### config.mk
export PLATFORM = sky130hd
export DESIGN_NAME = hack_boot_sequencer
export DESIGN_NICKNAME = d
export VERILOG_FILES = /design/src/rtl/hack_boot_sequencer_pkg.sv /design/src/rtl/hack_word_assembler.sv /design/src/rtl/hack_boot_sequencer.sv
export SDC_FILE = /design/constraint.sdc
export NUM_CORES = 1
export LEC_CHECK = 0
export BUFFER_PORTS_ARGS = -buffer_cell sky130_fd_sc_hd__buf_2
export CAP_MARGIN = 20
export CORE_MARGIN = 3
export CORE_UTILIZATION = 56
export DETAILED_ROUTE_END_ITERATION = 8
export PLACE_DENSITY = 0.81
export SYNTH_ARGS = -nofsm -noshare
export SYNTH_HDL_FRONTEND = slang
export SYNTH_SLANG_ARGS = --single-unit
### constraint.sdc
create_clock -name clock -period 3.8 [get_ports clock]
set_clock_uncertainty 0.2 [all_clocks]
set_input_delay 0.57 -clock clock [delete_from_list [all_inputs] [get_ports clock]]
set_output_delay 0.57 -clock clock [all_outputs]
set_load 0.02 [all_outputs]
### src/rtl/hack_boot_sequencer_pkg.sv
// Shared types and constants for the Hack boot sequencer: state encoding,
// byte/word widths and the byte-accepting state set.
package hack_boot_sequencer_pkg;

    localparam int unsigned BYTE_W = 8;
    localparam int unsigned WORD_W = 16;

    // Image header order: length high byte first, then low byte; words likewise hi then lo.
    typedef enum logic [3:0] {
        S_LEN_HI = 4'd0,
        S_LEN_LO = 4'd1,
        S_DAT_HI = 4'd2,
        S_DAT_LO = 4'd3,
        S_CK_HI  = 4'd4,
        S_CK_LO  = 4'd5,
        S_HOLD   = 4'd6,
        S_RUN    = 4'd7,
        S_ERR    = 4'd8
    } state_t;

    function automatic logic rx_ready_state(input state_t s);
        return s inside {S_LEN_HI, S_LEN_LO, S_DAT_HI, S_DAT_LO, S_CK_HI, S_CK_LO};
    endfunction

endpackage

### src/rtl/hack_word_assembler.sv
// Builds a 16-bit word from a latched high byte and the current low byte;
// shared by the length, data and checksum paths of the boot sequencer.
module hack_word_assembler
    import hack_boot_sequencer_pkg::*;
(
    input  logic              clock,
    input  logic              reset,
    input  logic              i_hi_we,
    input  logic              i_lo_we,
    input  logic [BYTE_W-1:0] i_byte,
    output logic [WORD_W-1:0] o_word_c,
    output logic              o_word_valid_c
);

    logic [BYTE_W-1:0] r_hi;

    always_ff @(posedge clock or posedge reset) begin
        if (reset) begin
            r_hi <= '0;
        end else if (i_hi_we) begin
            r_hi <= i_byte;
        end
    end

    assign o_word_c       = {r_hi, i_byte};
    assign o_word_valid_c = i_lo_we;

endmodule

### src/rtl/hack_boot_sequencer.sv
// Boot controller: streams a length-prefixed image into instruction ROM, then
// releases CPU reset after a fixed hold. HACK_BOOT_CHECKSUM_EN adds a trailing checksum.
module hack_boot_sequencer
    import hack_boot_sequencer_pkg::*;
#(
    parameter int unsigned AW       = 15,
    parameter int unsigned HOLD_CYC = 4
) (
    input  logic              clock,
    input  logic              reset,
    input  logic [BYTE_W-1:0] rx_data,
    input  logic              rx_valid,
    output logic              rx_ready,
    input  logic              restart,
    output logic              rom_we,
    output logic [AW-1:0]     rom_addr,
    output logic [WORD_W-1:0] rom_wdata,
    output logic              cpu_reset,
    output logic              loaded,
    output logic              error,
    output logic [AW:0]       words_loaded
);

    localparam int unsigned DEPTH = 32'd1 << AW;
    localparam int unsigned CW    = AW + 1;
    localparam int unsigned HW    = $clog2(HOLD_CYC + 1);

    state_t            r_state;
    state_t            w_next;
    logic              r_rx_ready;
    logic              r_rom_we;
    logic [AW-1:0]     r_rom_addr;
    logic [WORD_W-1:0] r_rom_wdata;
    logic              r_cpu_reset;
    logic              r_loaded;
    logic              r_error;
    logic [CW-1:0]     r_words;
    logic [CW-1:0]     r_len;
    logic [HW-1:0]     r_hold;

    logic              w_accept;
    logic              w_hi_we;
    logic              w_lo_we;
    logic [WORD_W-1:0] w_word;
    logic              w_word_valid;
    logic              w_word_we;
    logic              w_last;
    logic              w_len_big;
    logic              w_enter_hold;
    logic              w_restart_load;

    assign w_accept  = rx_valid & r_rx_ready;
    assign w_hi_we   = w_accept & (r_state inside {S_LEN_HI, S_DAT_HI, S_CK_HI});
    assign w_lo_we   = w_accept & (r_state inside {S_LEN_LO, S_DAT_LO, S_CK_LO});
    assign w_word_we = w_word_valid & (r_state == S_DAT_LO);
    assign w_last    = (r_words + CW'(1)) == r_len;
    assign w_len_big = 32'(w_word) > DEPTH;

    hack_word_assembler u_asm (
        .clock          (clock),
        .reset          (reset),
        .i_hi_we        (w_hi_we),
        .i_lo_we        (w_lo_we),
        .i_byte         (rx_data),
        .o_word_c       (w_word),
        .o_word_valid_c (w_word_valid)
    );

`ifdef HACK_BOOT_CHECKSUM_EN
    logic [WORD_W-1:0] r_sum;

    always_ff @(posedge clock or posedge reset) begin
        if (reset) begin
            r_sum <= '0;
        end else if (w_restart_load) begin
            r_sum <= '0;
        end else if (w_word_we) begin
            r_sum <= r_sum + w_word;
        end
    end
`endif

    always_ff @(posedge clock or posedge reset) begin
        if (reset) begin
            r_state <= S_LEN_HI;
        end else begin
            r_state <= w_next;
        end
    end

    always_comb begin
        w_next = r_state;
        case (r_state)
            S_LEN_HI: if (w_accept) w_next = S_LEN_LO;
            S_LEN_LO: begin
                if (w_word_valid) begin
                    if (w_len_big)           w_next = S_ERR;
                    else if (w_word == '0)   w_next = S_HOLD;
                    else                     w_next = S_DAT_HI;
                end
            end
            S_DAT_HI: if (w_accept) w_next = S_DAT_LO;
            S_DAT_LO: begin
                if (w_word_valid) begin
`ifdef HACK_BOOT_CHECKSUM_EN
                    w_next = w_last ? S_CK_HI : S_DAT_HI;
`else
                    w_next = w_last ? S_HOLD : S_DAT_HI;
`endif
                end
            end
`ifdef HACK_BOOT_CHECKSUM_EN
            S_CK_HI: if (w_accept) w_next = S_CK_LO;
            S_CK_LO: if (w_word_valid) w_next = (w_word == r_sum) ? S_HOLD : S_ERR;
`endif
            S_HOLD:  if (r_hold == '0) w_next = S_RUN;
            S_RUN,
            S_ERR:   if (restart) w_next = S_LEN_HI;
            default: w_next = S_LEN_HI;
        endcase
    end

    assign w_enter_hold   = (w_next == S_HOLD) && (r_state != S_HOLD);
    assign w_restart_load = (w_next == S_LEN_HI) && (r_state != S_LEN_HI);

    // Data entry waits one extra cycle so the count starts after the final write cycle.
    always_ff @(posedge clock or posedge reset) begin
        if (reset) begin
            r_rx_ready  <= 1'b0;
            r_rom_we    <= 1'b0;
            r_rom_addr  <= '0;
            r_rom_wdata <= '0;
            r_cpu_reset <= 1'b1;
            r_loaded    <= 1'b0;
            r_error     <= 1'b0;
            r_words     <= '0;
            r_len       <= '0;
            r_hold      <= '0;
        end else begin
            r_rx_ready  <= rx_ready_state(w_next);
            r_cpu_reset <= (w_next != S_RUN);
            r_loaded    <= (w_next == S_RUN);
            r_error     <= (w_next == S_ERR);
            r_rom_we    <= w_word_we;
            if (w_word_we) begin
                r_rom_addr  <= r_words[AW-1:0];
                r_rom_wdata <= w_word;
            end
            if (w_restart_load) begin
                r_words <= '0;
            end else if (w_word_we) begin
                r_words <= r_words + CW'(1);
            end
            if (w_word_valid && (r_state == S_LEN_LO)) begin
                r_len <= CW'(w_word);
            end
            if (w_enter_hold) begin
                r_hold <= (r_state == S_DAT_LO) ? HW'(HOLD_CYC) : HW'(HOLD_CYC - 1);
            end else if ((r_state == S_HOLD) && (r_hold != '0)) begin
                r_hold <= r_hold - HW'(1);
            end
        end
    end

    assign rx_ready     = r_rx_ready;
    assign rom_we       = r_rom_we;
    assign rom_addr     = r_rom_addr;
    assign rom_wdata    = r_rom_wdata;
    assign cpu_reset    = r_cpu_reset;
    assign loaded       = r_loaded;
    assign error        = r_error;
    assign words_loaded = r_words;

endmodule

==> impl_metrics.tcl <==
set metrics [dict create \
    status "finished clean" \
    synthArstFlopShare_pct 100 \
    critical_path_arrival_ps 2620 \
    grt_remaining_overflow 0 \
    cts_setup_buffers 0 \
    dp_cells 545 \
    max_stage_delay_ps 510 \
    synth_flop_cell "dfrtp_1" \
    synth_edf_count 0 \
    cts.path.max_buffers 2 \
    finalHoldViolCount 0 \
    diodes 0 \
    fp.dieH_microns 90.1 \
    grt_max_degree 52 \
    min_period_ps 2590 \
    ys_warn_count 0 \
    dr_total_vias 3112 \
    finalSetupViolCount 0 \
    place.gp.congestion 0.874 \
    tns_ps 0 \
    slowest_stage "or4_1" \
    rows 30 \
    postSynthCellCount 401 \
    cts_tree "done" \
    slew_violations 0 \
    ant_nets 0 \
    syn-num-nets 416 \
    route.detailed.wl_per_inst_microns 15.6 \
    dr.pass1.iters 4 \
    cts.sinks 83 \
    syn_area_sq_um 3960 \
    antenna_found_initial 0 \
    die_w_microns 90.1 \
    via_per_inst 5.55 \
    dpl.hpwl_microns 6390 \
    power.density_nw_per_um2 668 \
    synth_top_cell_area_share_pct 51.8 \
    final_nets 475 \
    core_sq_um 6830 \
    cts_resized 0 \
    ys_seq_area_share_pct 52.5 \
    postCtsHoldBufs 0 \
    grt_setup_unrepaired "false" \
    relSlewSlack_pct 43.9 \
    fmax_mhz 386 \
    clkTransAtPathRegs_ps 80 \
    synth.area.top_cells "dfrtp_1 52%, nand2_1 9.7%, mux2_2 6.5%" \
    grt_usage_pct 22.5 \
    crit_type "reg2reg" \
    hold_ws_ps 140 \
    initial_core_util_pct 57.9 \
    syn_avg_cell_area_sq_um 9.87 \
    first_global_vias 3105 \
    synth.distinct_cells 53 \
    total_leakage_power_nw 2.31 \
    peakVddDrop_uv 400 \
    drt-initial-drc-count 158 \
    cp-start-kind "flip-flop" \
    area_delta_synth_final_pct 15.6 \
    cts_root_buffer "clkbuf_8" \
    maxCapViolations 0 \
    cp_cell_sequence "ha_1 > nand4_1 > or4_1 > o22a_1 > a32oi_1 > and4_4 > o21ai_1" \
    cp_max_fo 8 \
    worst_setup_path_end_kind "flip-flop" \
    finalCritPeriodShare_pct 68.2 \
    num-fill-cells 565 \
    worst_pin_slew_ps 840 \
    cts_made_buffers 9 \
    layout.cells.non_filler 561 \
    io_buffers 63 \
    fp.dieArea_sq_um 8110 \
    yosysTopAreaCell "dfrtp_1" \
    grt_pass1_wl_microns 14900 \
    synth_seq_cells 83 \
    drive_gt1_share_pct 24.9 \
    h-tree-depth 3 \
    drcViolationCount 0 \
    insertion_delay_ps 360 \
    min_path_type "in2async" \
    required_ps 3830 \
    wl_microns 8760 \
    pin_count 64 \
]
[metrics by stage]
stage	area [sq um]	power [mW]	worst slack [ps]	util, %
6_report	4570	3.06	1210	67.0
5_1_grt	4570	3.24	962	67.0
3_3_place_gp	4350	2.32	1340	63.6
3_5_place_dp	4350	2.36	1220	63.6
2_1_floorplan	3960	2.05	895	-
4_1_cts	4570	3.07	1220	67.0
[worst max-delay path: cells and delay by family (launching register included)]
kind	cells	cell delay, ps
AOI/OAI and AO/OA	3	530
adders and majority gates	1	310
DFF	1	490
and+or+nand+nor	3	950
[cells in the mapped netlist (3+ instances only)]
cell and n:
a21oi_1 4, and3b_1 3, and4_1 4, buf_2 9, clkbuf_1 9, dfrtp_1 82, ha_1 3, inv_1 11
mux2_2 23, nand2_1 102, nand2b_1 5, nand3_1 14, nand3b_1 3, nand4_1 6, nor2_1 24, nor2b_1 3
nor3_1 6, nor4_1 7, o21ai_0 9, xnor2_1 17, xor2_1 16
[state kept, by name, indices dropped and copies added (netlist names)]
signal / cells
r_len: 16
rom_wdata: 16
words_loaded: 16
rom_addr: 15
u_asm.r_hi: 8
r_state: 4
r_hold: 3
cpu_reset: 1
error: 1
loaded: 1
rom_we: 1
rx_ready: 1
[power breakdown]
part           internal [mW]  switching (mW)
logic                  0.420           0.568
registers               1.13           0.227
clock network          0.392           0.318
total                   1.94            1.11
[worst paths after layout]
| check | startpoint | endpoint | slack (ps) | cells past startpoint |
|---|---|---|---|---|
| setup reg to reg | words_loaded[0] | r_hold[1] | 1210 | 7 |
| hold reg to reg | rom_addr[3] | rom_addr[3] | 270 | 2 |
| min in group clock | rx_data[2] | rom_wdata[2] | 260 | 3 |
| setup / recovery | words_loaded[0] | r_hold[1] | 1210 | 7 |
| hold / removal | reset | rom_wdata[11] | 140 | 2 |
| max in group asynchronous | reset | cpu_reset | 2470 | 3 |
[cell type report]
| class | count | area (sq um) | share of cell area [%] |
|---|---|---|---|
| Clock buffer | 11 | 141 | 3.09 |
| Inverter | 12 | 46.3 | 1.01 |
| Timing Repair Buffer | 69 | 360 | 7.88 |
| Clock inverter | 5 | 85.1 | 1.86 |
| Tap cell | 96 | 120 | 2.63 |
| Sequential cell | 83 | 2080 | 45.4 |
| Multi-Input combinational cell | 285 | 1740 | 38.1 |
[kinds of logic after synthesis]
group                      Yosys count  synth area share [%]
AOI/OAI and AO/OA                   31                  5.41
xor gates and xnor gates            33                  7.30
adders and majority gates            3                 0.949
buffers and inverters               33                  3.45
DFF                                 83                  52.5
muxes                               23                  6.54
and+or+nand+nor                    195                  23.8
[per-layer routing]
metal,vias to the layer above,GRT usage [%],wire (microns)
li1,1471,-,-
met4,0,7.40,125
met2,99,37.2,4190
met3,11,3.68,498
met1,1531,30.4,3950
met5,-,0,0
[layout by cell type, fill, tap and decap left out, types with 7 or more instances in the layout]
cell type | Yosys | layout
buf_2 | 9 | 63
nand2_1 | 102 | 102
xnor2_1 | 17 | 17
xor2_1 | 16 | 16
o21ai_0 | 9 | 9
dfrtp_1 | 82 | 82
nand3_1 | 14 | 14
nor2_1 | 24 | 24
mux2_2 | 23 | 23
clkbuf_8 | 0 | 10
inv_1 | 11 | 10
nor4_1 | 7 | 7
No activity file was read; power rests on OpenSTA's default activity.
